[config.mk]
export PLATFORM = sky130hd
export DESIGN_NAME = dht11_poll_ctrl
export DESIGN_NICKNAME = d
export VERILOG_FILES = /design/src/rtl/dht11_pkg.sv /design/src/rtl/dht11_csum.sv /design/src/rtl/dht11_poll_ctrl.sv
export SDC_FILE = /design/constraint.sdc
export NUM_CORES = 1
export LEC_CHECK = 0
export ABC_AREA = 1
export CAP_MARGIN = 20
export CORE_MARGIN = 8
export CORE_UTILIZATION = 49
export DETAILED_ROUTE_END_ITERATION = 10
export PLACE_DENSITY = 0.76
export SYNTH_ARGS = -nofsm -noshare
export SYNTH_HDL_FRONTEND = slang
export SYNTH_SLANG_ARGS = --single-unit
[constraint.sdc]
create_clock -name clk -period 3.8 [get_ports clk]
set_input_delay 0.57 -clock clk [delete_from_list [all_inputs] [get_ports clk]]
set_output_delay 0.57 -clock clk [all_outputs]
set_load 0.05 [all_outputs]
[src/rtl/dht11_pkg.sv]
// dht11_pkg: shared constants and frame layout for the DHT11 polling controller.
//   - FSM state codes (S_IDLE .. S_GAP)
//   - transaction status codes (ST_OK, ST_CSUM, ST_TIMEOUT, ST_NONE)
//   - byte offsets inside the 40-bit sensor frame and a packed frame view
package dht11_pkg;

    localparam int unsigned STATE_W = 3;
    localparam int unsigned FRAME_W = 40;
    localparam int unsigned BYTE_W  = 8;

    localparam logic [STATE_W-1:0] S_IDLE  = 3'd0;
    localparam logic [STATE_W-1:0] S_START = 3'd1;
    localparam logic [STATE_W-1:0] S_WAIT  = 3'd2;
    localparam logic [STATE_W-1:0] S_CHECK = 3'd3;
    localparam logic [STATE_W-1:0] S_GAP   = 3'd4;

    localparam logic [1:0] ST_OK      = 2'b00;
    localparam logic [1:0] ST_CSUM    = 2'b01;
    localparam logic [1:0] ST_TIMEOUT = 2'b10;
    localparam logic [1:0] ST_NONE    = 2'b11;

    // Byte lane offsets: {hum_int, hum_dec, temp_int, temp_dec, checksum}
    localparam int unsigned HUM_INT_LSB  = 32;
    localparam int unsigned HUM_DEC_LSB  = 24;
    localparam int unsigned TEMP_INT_LSB = 16;
    localparam int unsigned TEMP_DEC_LSB = 8;
    localparam int unsigned CSUM_LSB     = 0;

    typedef struct packed {
        logic [BYTE_W-1:0] hum_int;
        logic [BYTE_W-1:0] hum_dec;
        logic [BYTE_W-1:0] temp_int;
        logic [BYTE_W-1:0] temp_dec;
        logic [BYTE_W-1:0] csum;
    } dht11_frame_t;

    // Extract one byte lane from a raw frame
    function automatic logic [BYTE_W-1:0] frame_byte(input logic [FRAME_W-1:0] f,
                                                     input int unsigned lsb);
        return f[lsb +: BYTE_W];
    endfunction

endpackage

[src/rtl/dht11_csum.sv]
// dht11_csum: combinational DHT11 checksum compare.
//   frame   in  40  raw frame {hum_int, hum_dec, temp_int, temp_dec, checksum}
//   match_c out 1   1 when the 8-bit wrapping sum of the four data bytes equals the checksum byte
module dht11_csum
    import dht11_pkg::*;
(
    input  logic [FRAME_W-1:0] frame,
    output logic               match_c
);

    logic [BYTE_W-1:0] sum;

    // Sum is truncated to 8 bits so it wraps mod 256
    always_comb begin
        sum     = frame_byte(frame, HUM_INT_LSB)  + frame_byte(frame, HUM_DEC_LSB)
                + frame_byte(frame, TEMP_INT_LSB) + frame_byte(frame, TEMP_DEC_LSB);
        match_c = (sum == frame_byte(frame, CSUM_LSB));
    end

endmodule

[src/rtl/dht11_poll_ctrl.sv]
// dht11_poll_ctrl: sequencer driving a DHT11 single-wire reader.
// Issues a stretched start pulse, waits for the reader's done edge with a timeout,
// re-checks the frame checksum locally, latches good readings and enforces the
// minimum re-read gap. Supports single-shot (req) and free-running (auto_en) polling.
// Optional build macro DHT11_RETRY_EN adds MAX_RETRY automatic retries per failure.
// Ports:
//   clk, rst        clock, asynchronous active-high reset
//   req             single-shot request, latched as pending
//   auto_en         free-running poll enable
//   sens_start      start request to the reader
//   sens_data       40-bit frame from the reader
//   sens_done       reader done level
//   sens_error      reader's own checksum flag (cross-check counter only)
//   hum_int, hum_dec, temp_int, temp_dec   last good reading
//   valid           one-cycle pulse when a good reading is latched
//   status          last result: 00 ok, 01 checksum, 10 timeout, 11 never run
//   busy            high outside IDLE
//   err_cnt         saturating failed-transaction count
module dht11_poll_ctrl
    import dht11_pkg::*;
#(
    parameter int unsigned START_HOLD_CYC = 128,
    parameter int unsigned TIMEOUT_CYC    = 2_500_000,
    parameter int unsigned GAP_CYC        = 50_000_000,
    parameter int unsigned CNT_W          = 26
`ifdef DHT11_RETRY_EN
    ,
    parameter int unsigned MAX_RETRY      = 2
`endif
) (
    input  logic               clk,
    input  logic               rst,
    input  logic               req,
    input  logic               auto_en,
    output logic               sens_start,
    input  logic [FRAME_W-1:0] sens_data,
    input  logic               sens_done,
    input  logic               sens_error,
    output logic [BYTE_W-1:0]  hum_int,
    output logic [BYTE_W-1:0]  hum_dec,
    output logic [BYTE_W-1:0]  temp_int,
    output logic [BYTE_W-1:0]  temp_dec,
    output logic               valid,
    output logic [1:0]         status,
    output logic               busy,
    output logic [BYTE_W-1:0]  err_cnt
);

    logic [STATE_W-1:0] state, state_nx;
    logic [CNT_W-1:0]   cnt, cnt_nx;
    logic               pending, pending_nx;
    logic               done_q;
    dht11_frame_t       frame_q, frame_nx;
    logic [BYTE_W-1:0]  hum_int_nx, hum_dec_nx, temp_int_nx, temp_dec_nx;
    logic [1:0]         status_nx;
    logic [BYTE_W-1:0]  err_cnt_nx;
    logic               valid_nx, sens_start_nx, busy_nx;
    logic [BYTE_W-1:0]  mismatch_cnt, mismatch_cnt_nx;
    logic               done_rise_c;
    logic               csum_ok_c;
    logic               fail_c;
    logic [1:0]         fail_code_c;
`ifdef DHT11_RETRY_EN
    logic [BYTE_W-1:0]  retry, retry_nx;
    logic               retry_due, retry_due_nx;
`endif

    assign done_rise_c = sens_done & ~done_q;

    // Local checksum check on the captured frame
    dht11_csum u_csum (
        .frame   (frame_q),
        .match_c (csum_ok_c)
    );

    // Next-state and next-output logic
    always_comb begin
        state_nx        = state;
        cnt_nx          = cnt + CNT_W'(1);
        pending_nx      = pending | req;
        frame_nx        = frame_q;
        hum_int_nx      = hum_int;
        hum_dec_nx      = hum_dec;
        temp_int_nx     = temp_int;
        temp_dec_nx     = temp_dec;
        status_nx       = status;
        err_cnt_nx      = err_cnt;
        valid_nx        = 1'b0;
        mismatch_cnt_nx = mismatch_cnt;
        fail_c          = 1'b0;
        fail_code_c     = ST_NONE;
`ifdef DHT11_RETRY_EN
        retry_nx        = retry;
        retry_due_nx    = retry_due;
`endif

        case (state)
            S_IDLE: begin
                cnt_nx = '0;
                if (pending || auto_en) begin
                    state_nx   = S_START;
                    pending_nx = 1'b0;
                end
            end

            S_START: begin
                if (cnt == CNT_W'(START_HOLD_CYC - 1)) begin
                    state_nx = S_WAIT;
                    cnt_nx   = '0;
                end
            end

            S_WAIT: begin
                if (done_rise_c) begin
                    frame_nx = dht11_frame_t'(sens_data);
                    state_nx = S_CHECK;
                    cnt_nx   = '0;
                end else if (cnt == CNT_W'(TIMEOUT_CYC - 1)) begin
                    fail_c      = 1'b1;
                    fail_code_c = ST_TIMEOUT;
                    state_nx    = S_GAP;
                    cnt_nx      = '0;
                end
            end

            S_CHECK: begin
                state_nx = S_GAP;
                cnt_nx   = '0;
                if (csum_ok_c) begin
                    hum_int_nx  = frame_q.hum_int;
                    hum_dec_nx  = frame_q.hum_dec;
                    temp_int_nx = frame_q.temp_int;
                    temp_dec_nx = frame_q.temp_dec;
                    status_nx   = ST_OK;
                    valid_nx    = 1'b1;
`ifdef DHT11_RETRY_EN
                    retry_nx    = '0;
`endif
                end else begin
                    fail_c      = 1'b1;
                    fail_code_c = ST_CSUM;
                end
                // Reader's flag disagreeing with the local verdict is only counted
                if ((sens_error == csum_ok_c) && (mismatch_cnt != 8'hFF)) begin
                    mismatch_cnt_nx = mismatch_cnt + 8'd1;
                end
            end

            S_GAP: begin
                if (cnt == CNT_W'(GAP_CYC - 1)) begin
                    cnt_nx = '0;
`ifdef DHT11_RETRY_EN
                    if (retry_due) begin
                        state_nx     = S_START;
                        pending_nx   = 1'b0;
                        retry_due_nx = 1'b0;
                        retry_nx     = retry + 8'd1;
                    end else begin
                        state_nx = S_IDLE;
                    end
`else
                    state_nx = S_IDLE;
`endif
                end
            end

            default: begin
                state_nx = S_IDLE;
                cnt_nx   = '0;
            end
        endcase

        // Failure reporting; with retries enabled only the final failure is reported
        if (fail_c) begin
`ifdef DHT11_RETRY_EN
            if (retry < 8'(MAX_RETRY)) begin
                retry_due_nx = 1'b1;
            end else begin
                status_nx = fail_code_c;
                if (err_cnt != 8'hFF) begin
                    err_cnt_nx = err_cnt + 8'd1;
                end
                retry_nx = '0;
            end
`else
            status_nx = fail_code_c;
            if (err_cnt != 8'hFF) begin
                err_cnt_nx = err_cnt + 8'd1;
            end
`endif
        end

        sens_start_nx = (state_nx == S_START);
        busy_nx       = (state_nx != S_IDLE);
    end

    // State and output registers
    always_ff @(posedge clk or posedge rst) begin
        if (rst) begin
            state        <= S_IDLE;
            cnt          <= '0;
            pending      <= 1'b0;
            done_q       <= 1'b0;
            frame_q      <= '0;
            hum_int      <= '0;
            hum_dec      <= '0;
            temp_int     <= '0;
            temp_dec     <= '0;
            status       <= ST_NONE;
            err_cnt      <= '0;
            valid        <= 1'b0;
            sens_start   <= 1'b0;
            busy         <= 1'b0;
            mismatch_cnt <= '0;
`ifdef DHT11_RETRY_EN
            retry        <= '0;
            retry_due    <= 1'b0;
`endif
        end else begin
            state        <= state_nx;
            cnt          <= cnt_nx;
            pending      <= pending_nx;
            done_q       <= sens_done;
            frame_q      <= frame_nx;
            hum_int      <= hum_int_nx;
            hum_dec      <= hum_dec_nx;
            temp_int     <= temp_int_nx;
            temp_dec     <= temp_dec_nx;
            status       <= status_nx;
            err_cnt      <= err_cnt_nx;
            valid        <= valid_nx;
            sens_start   <= sens_start_nx;
            busy         <= busy_nx;
            mismatch_cnt <= mismatch_cnt_nx;
`ifdef DHT11_RETRY_EN
            retry        <= retry_nx;
            retry_due    <= retry_due_nx;
`endif
        end
    end

endmodule

==> impl_results.md, run 1 <==
- R2r startpoint: frame_q[17]$_DFFE_PP0P_
- Critical path class: reg -> reg
- Reg2Reg Setup Slack: about 0.071 ns
- # placed instances: 893
- Peak VDD IR: between 0.2 and 0.3 mV
- Pins over their slew limit: 0
- R2R depth: 18
- Share of cells above drive strength 1: 13.1%
- Max-cap viol count: 0
- Worst Setup End Kind: flop
- Gr ovfl total: 0
- TNS Setup: 0 ns
- Final wirelength: 15100 um
- Cell Count, Final, Fillers Out: 934
- Starting Density: around 50%
- I/O Pins: 91
- WL met2: ~7700 um
- EDFF count, synth: 0
- Synth Area per Inst: 8.90 sq um
- Startpoint Class: flop
- Power per Cell Area: 395 nW/um^2
- Die H: approximately 130 um
- Highest metal used: met4
- Worst Path Max Fanout: 19
- Max Clk Rate: 0.268 GHz
- Die X: 126 um
- Register bit total from synthesis: 116
- Leakage Power: 3.97 nW
- Commonest non-fill, non-tap cell in the layout: nand2_1
- DR pass1 iterations: 7
- Global Route Usage Sum: 19.3%
- Period utilisation layout: a little over nine tenths
- Area delta synth->final: 30.6%
- Clk_skew: around 0.0065 ns
- Yosys cell types: 42
- Max clock buf depth: 2
- Status: finished clean
- Synth Net Count: 736
- # fillers: between 900 and 1000
- Hold Slack: 0.423 ns
- TritonCTS clock tree: done
- Worst Hold Class: in -> async
- Syn Std Cell Area: 5930 sq um
- Main synth FF type: dfrtp_1
- Number of hold violations in the final report: 0
- Die Area: 15900 sq um
- Register area: 2910 sq um
- Port Buffers: 89
- Number of H-tree levels: 4
- DP Wirelength: roughly 10000 um
- Worst EP required: 4.10 ns
- Multi-input gate area: 2670 sq um
- Initial drt markers: 408
- Hold_buf cts: 0
- TritonCTS buffer count: 17
- Wire length per cell: between 15 and 20 um
- Ys Warns: 0
- RR Endpoint: temp_int[2]$_DFFE_PP0P_
- Worst rel slew slack: 62.0%
- Core footprint: around 12000 sq um
- Initial antenna violation count: 0
- CTS sink cnt: 116
- Final setup fails: 0
- Post-route ant nets: 0
- Clock transition at the registers of the reported paths: 0.05 ns
- Post-Place Cell Area: 6970 sq um
- Pin count of the biggest net entering global routing: 86
- Vias in the first global route: 5150
- Most frequent cells in the layout: nand2_1, dfrtp_1, clkdlybuf4s50_1
- Final #Nets: between 800 and 900
- Crit path DAT: 4.03 ns
- Crit path time final: around 3.7 ns
- # DRC: 0
- Wire length on met1: 6370 um
- Clock latency at the later pin of the worst-skew pair: 0.42 ns
- Final Wtd Congestion: 0.918
- Row cnt: 40
- CTS root buf: clkbuf_16
- Asr flop ratio synth: 100%
- Antenna fix cells: 0
- Fin area: 7750 sq um
- Register area share after synthesis: 49.0%
- Actual slew at the worst max-slew pin: roughly 0.57 ns
- DR vias/cell: roughly 5.2
- Mapped Cells: 667
- WL met3: 893 um
- First-pass GRT wire length: 24800 um
- Vias: 4890
==> metal layers <==
layer	up-vias	GRT usage, %
met5	-	0
met4	0	5.52
met3	20	6.58
met2	122	33.5
met1	2387	22.1
li1	2361	-
==> worst max-delay path by stage <==
| stage | from | end | slack (ns) | cells after the start |
|---|---|---|---|---|
| after floorplan | rst | busy$_DFF_PP0_ | 0.16 | 1 |
| after global placement | frame_q[9]$_DFFE_PP0P_ | hum_dec[6]$_DFFE_PP0P_ | 0.09 | 17 |
| after detailed placement | frame_q[9]$_DFFE_PP0P_ | temp_dec[6]$_DFFE_PP0P_ | -0.004 | 17 |
| after CTS | frame_q[9]$_DFFE_PP0P_ | err_cnt[1]$_DFFE_PP0P_ | 0.05 | 18 |
| after global routing | frame_q[17]$_DFFE_PP0P_ | temp_dec[0]$_DFFE_PP0P_ | -0.07 | 18 |
| final | frame_q[17]$_DFFE_PP0P_ | temp_int[2]$_DFFE_PP0P_ | 0.07 | 18 |
==> cell usage after synthesis, drive strengths merged, types with 5 or more instances <==
library cell    n  share of area (%)
nand4          13                1.4
nand2         185                 12
nor3           17                1.5
nand3          49                4.2
mux2           28                5.3
or2             6               0.63
fa             14                4.7
o21ai          15                1.3
ha              9                1.9
nor2           54                3.8
clkbuf          5               0.32
xnor2           6               0.89
buf             9                1.1
xor2           10                1.5
a21oi          18                1.6
nor4            5               0.53
inv            83                5.2
dfrtp         114                 48
==> timing repair <==
item                       4_1_cts  5_1_grt
cloned                           0        3
gates resized for setup          1       14
buffers inserted                 0        5
pin swaps                        0       13
setup endpoints to repair        4       39
==> registers in the layout, indices dropped and copies added (netlist names) <==
signal,count
frame_q,40
cnt,26
err_cnt,8
hum_dec,8
hum_int,8
temp_dec,8
temp_int,8
state,3
status,2
busy,1
done_q,1
pending,1
sens_start,1
valid,1
==> cells by family (layout without fill, tap and decap cells) <==
logic type | Yosys count | after routing | share of synthesized area (%)
AOI/OAI and AO/OA | 46 | 46 | 4.76
xor gates and xnor gates | 16 | 16 | 2.36
adders and majority gates | 23 | 23 | 6.62
buffers and inverters | 97 | 217 | 6.68
DFF | 116 | 116 | 49.0
muxes | 28 | 28 | 5.31
and+or+nand+nor | 341 | 341 | 25.3
==> area by class of cell <==
| type | count | share of cell area (%) |
|---|---|---|
| timing repair inverter | 1 | 0.113 |
| clock buffer | 23 | 6.43 |
| inverter | 83 | 4.21 |
| sequential | 116 | 37.5 |
| multi-input combinational | 454 | 34.4 |
| timing repair buffer | 101 | 13.7 |
| clock inverter | 9 | 1.29 |
| tap | 147 | 2.37 |
==> power breakdown <==
group | internal [mW] | total, mW | leakage, nW | switching [mW]
logic | 0.0832 | 0.174 | 2.15 | 0.0903
registers | 1.27 | 1.30 | 1.52 | 0.0310
clock network | 1.04 | 1.59 | 0.295 | 0.542
==> critical path, stage by stage, from the launching register on <==
cell	delay, ns
dfrtp_1	0.40
fa_1	0.56
inv_2	0.04
fa_1	0.50
inv_1	0.06
ha_4	0.16
fa_2	0.54
nand2_1	0.06
nand2_1	0.07
nand3_1	0.08
nor2_1	0.12
nand3_1	0.09
nor2_1	0.14
nand3_2	0.13
nor2_4	0.27
buf_6	0.16
inv_6	0.08
nand2_1	0.08
nand2_1	0.06
==> through the flow <==
step,util [%],setup WS [ns],power (mW)
floorplan,-,0.161,1.41
global placement,58.5,0.0852,1.48
detailed placement,58.5,-0.00403,1.49
CTS,63.6,0.0485,3.08
global route,65.1,-0.0717,3.18
finish,65.1,0.0713,3.06
Power figures use the tool's default switching activity.
==> inputs of run 2 (changes only) <==
ABC_CLOCK_PERIOD_IN_PS = 3800   (was not set)
CORE_MARGIN = 5   (was 8)
RECOVER_POWER = 25   (was not set)
==> run 2 against run 1 <==
The flow now finishes with violations (capacitance limit, slew limit); critical path type unchanged; largest power group unchanged; critical endpoint is now temp_dec[0]$_DFFE_PP0P_; combinational power is 3% lower; critical path depth is 1 higher; total power is 0.45% higher; maximum frequency is 2.9% higher; die area is 9.3% lower; largest cell class unchanged; highest routed layer unchanged.
==> impl_results.md, run 2 (synthesis results as in run 1) <==
- Pin count of the biggest net entering global routing: 57 (was 86)
- Cell mode on critical path: nand2_1 (unchanged)
- DP Wirelength: 10300 um (was 10400 um)
- Die Area: 14400 sq um (was 15900 sq um)
- Max Clk Rate: 0.276 GHz (was 0.268 GHz)
- DR pass1 iterations: 5 (was 7)
- Die H: 120 um (was 126 um)
- Post-Place Cell Area: 6970 sq um (about the same)
- Clock transition at the registers of the reported paths: 0.06 ns (was 0.05 ns)
- Fin area: 7760 sq um (was 7750 sq um)
- Vias: 4982 (was 4890)
- P_sw: 676 uW (was 664 uW)
- Number of hold violations in the final report: 0 (unchanged)
- Share of cells above drive strength 1: 13.7% (was 13.1%)
- TritonCTS clock tree: done (unchanged)
- Antenna fix cells: 0 (unchanged)
- Die X: 120 um (was 126 um)
- CTS sink cnt: 116 (unchanged)
- CP peak stage delay: 0.54 ns (was 0.56 ns)
- Port Buffers: 89 (unchanged)
- I/O Pins: 91 (unchanged)
- Startpoint Class: flop (unchanged)
- Final setup fails: 0 (unchanged)
- Commonest non-fill, non-tap cell in the layout: nand2_1 (unchanged)
- Critical path class: reg -> reg (unchanged)
- Cell Count, Final, Fillers Out: 937 (was 934)
- Critical path buffer and inverter count: 5 (was 4)
- Actual slew at the worst max-slew pin: 2.38 ns (was 0.568 ns)
- Gr ovfl total: 0 (unchanged)
- Worst Hold Class: reg -> reg (was in -> async)
- Core footprint: 12000 sq um (was 11900 sq um)
- Sequential power share: 42.2% (was 42.5%)
- CTS root buf: clkbuf_16 (unchanged)
- Pins over their slew limit: 57 (was 0)
- Sw Share: 22.0% (was 21.7%)
- Logic pwr share: 5.5% (was 5.7%)
- Largest registers: frame_q: 40 flops, cnt: 26 flops (unchanged)
- Clock latency at the later pin of the worst-skew pair: 0.42 ns (about the same)
- TritonCTS buffer count: 17 (unchanged)
- Crit path time final: 3.63 ns (was 3.73 ns)
- DR vias/cell: 5.32 (was 5.24)
- Power per Cell Area: 396 nW/um^2 (was 395 nW/um^2)
- Initial drt markers: 409 (was 408)
- Wire length per cell: 16.0 um (was 16.2 um)
- Global Route Usage Sum: 21.0% (was 19.3%)
- Internal: 2.40 mW (about the same)
- Area delta synth->final: 30.8% (was 30.6%)
- Max reg flops: 40 (unchanged)
- Most flops, register: frame_q (unchanged)
- Max-cap viol count: 1 (was 0)
- Leakage Power: 3.97 nW (about the same)
- Failing checks: capacitance limit, slew limit
- Final wirelength: 15000 um (was 15100 um)
- Post-route ant nets: 0 (unchanged)
- Initial antenna violation count: 0 (unchanged)
- Number of H-tree levels: 4 (unchanged)
- CP max stage cell: fa_1 (unchanged)
- Power consumption: 3.07 mW (was 3.06 mW)
- First-pass GRT wire length: 23800 um (was 24800 um)
- Final Wtd Congestion: 0.956 (was 0.918)
- Max clock buf depth: 2 (unchanged)
- Worst Path Max Fanout: 7 (was 19)
- # placed instances: 894 (was 893)
- Clk_skew: 0.00747 ns (was 0.00651 ns)
- Worst Setup End Kind: flop (unchanged)
- Row cnt: 40 (unchanged)
- Worst EP required: 4.16 ns (was 4.10 ns)
- Starting Density: 49.6% (was 49.8%)
- Worst rel slew slack: -59.6% (was 62.0%)
- Most frequent cells in the layout: nand2_1, dfrtp_1, clkdlybuf4s50_1 (unchanged)
- Crit path cell chain: fa_1 -> inv_1 -> fa_1 -> inv_2 -> ha_4 -> fa_1 -> nand2_1 -> nand2_1 -> nand3_2 -> nor2_2 -> nand3_2 -> nor2_2 -> nand3_2 -> nor2_4 -> buf_12 -> buf_8 -> clkbuf_16 -> nand2_1 -> nand2_1 (was fa_1 -> inv_2 -> fa_1 -> inv_1 -> ha_4 -> fa_2 -> nand2_1 -> nand2_1 -> nand3_1 -> nor2_1 -> nand3_1 -> nor2_1 -> nand3_2 -> nor2_4 -> buf_6 -> inv_6 -> nand2_1 -> nand2_1)
- Clock share of power: 52.3% (was 51.8%)
- Period utilisation layout: 95.4% (was 98.1%)
- Crit path DAT: 3.98 ns (was 4.03 ns)
- Peak VDD IR: 0.321 mV (was 0.284 mV)
- CP top delay family: adder cells (unchanged)
- Final #Nets: 846 (was 843)
- # DRC: 0 (unchanged)
- Status: complete, but fails checks (was finished clean)
- Vias in the first global route: 5029 (was 5150)
==> run 2: layout make-up <==
cell class / count / area (sq um)
Fill cell: 949 / 4200
Sequential cell: 116 / 2910
Multi-Input combinational cell: 454 / 2670
Timing Repair Buffer: 104 / 1070
Clock buffer: 24 / 502
Inverter: 83 / 325
Tap cell: 147 / 184
Clock inverter: 8 / 98.8
Timing Repair inverter: 1 / 8.76
==> run 2: repair_timing <==
| action | 4_1_cts | 5_1_grt |
|---|---|---|
| hold endpoints to repair | 0 | 0 |
| hold buffers | 0 | 0 |
| buffers inserted | 0 | 7 |
| endpoints found under the setup margin | 20 | 41 |
| cloned | 0 | 3 |
| pin swaps | 0 | 7 |
| gates resized for setup | 2 | 17 |
==> run 2: power groups by stage <==
| stage | sequential (mW) | clock [mW] | combinational [mW] |
|---|---|---|---|
| final | 1.30 | 1.61 | 0.169 |
| after global routing | 1.30 | 1.68 | 0.190 |
| after CTS | 1.30 | 1.62 | 0.172 |
| after detailed placement | 1.32 | 0 | 0.170 |
| after global placement | 1.32 | 0 | 0.161 |
| after floorplan | 1.32 | 0 | 0.0911 |
==> run 2: routing by layer <==
layer  wire length, um  part of all wire, %  GRT usage (%)  vias up
li1                  -                    -              -     2379
met1              6340                   42           25.6     2450
met2              7660                   51           35.4      127
met3               666                  4.4           5.23       26
met4               318                  2.1           8.95        0
met5                 0                    0              0        -
==> run 2: worst paths after layout <==
kind	start	to	slack [ns]	cells past startpoint
min	hum_int[0]$_DFFE_PP0P_	hum_int[0]$_DFFE_PP0P_	0.47	2
min reg2reg	hum_int[0]$_DFFE_PP0P_	hum_int[0]$_DFFE_PP0P_	0.47	2
max reg2reg	frame_q[25]$_DFFE_PP0P_	temp_dec[0]$_DFFE_PP0P_	0.17	19
min in group asynchronous	rst	hum_dec[5]$_DFFE_PP0P_	1.26	2
max in group asynchronous	rst	frame_q[31]$_DFFE_PP0P_	0.92	3
max	frame_q[25]$_DFFE_PP0P_	temp_dec[0]$_DFFE_PP0P_	0.17	19
==> run 2: metrics by stage <==
step | TNS, ns | setup slack, ns | hold WS [ns] | util, %
floorplan | 0 | 0.161 | 0.465 | -
global placement | 0 | 0.0866 | 0.453 | 58.2
detailed placement | 0 | 0.0253 | 0.458 | 58.2
CTS | 0 | 0.0588 | 0.471 | 63.3
global route | -0.163 | -0.0268 | 0.484 | 64.9
finish | 0 | 0.175 | 0.467 | 64.9
==> run 2: worst reg2reg max path: stages, from the launching register on <==
cell       delay (ns)
dfrtp_1          0.41
fa_1             0.54
inv_1            0.05
fa_1             0.50
inv_2            0.05
ha_4             0.17
fa_1             0.49
nand2_1          0.05
nand2_1          0.08
nand3_2          0.08
nor2_2           0.13
nand3_2          0.07
nor2_2           0.12
nand3_2          0.13
nor2_4           0.17
buf_12           0.14
buf_8            0.11
clkbuf_16        0.15
nand2_1          0.07
nand2_1          0.07
==> inputs of run 3 (changes only) <==
ABC_CLOCK_PERIOD_IN_PS = not set   (was 3800)
==> results of run 3 <==
No change in the layout: final DEF, timing and power equal those of run 2.
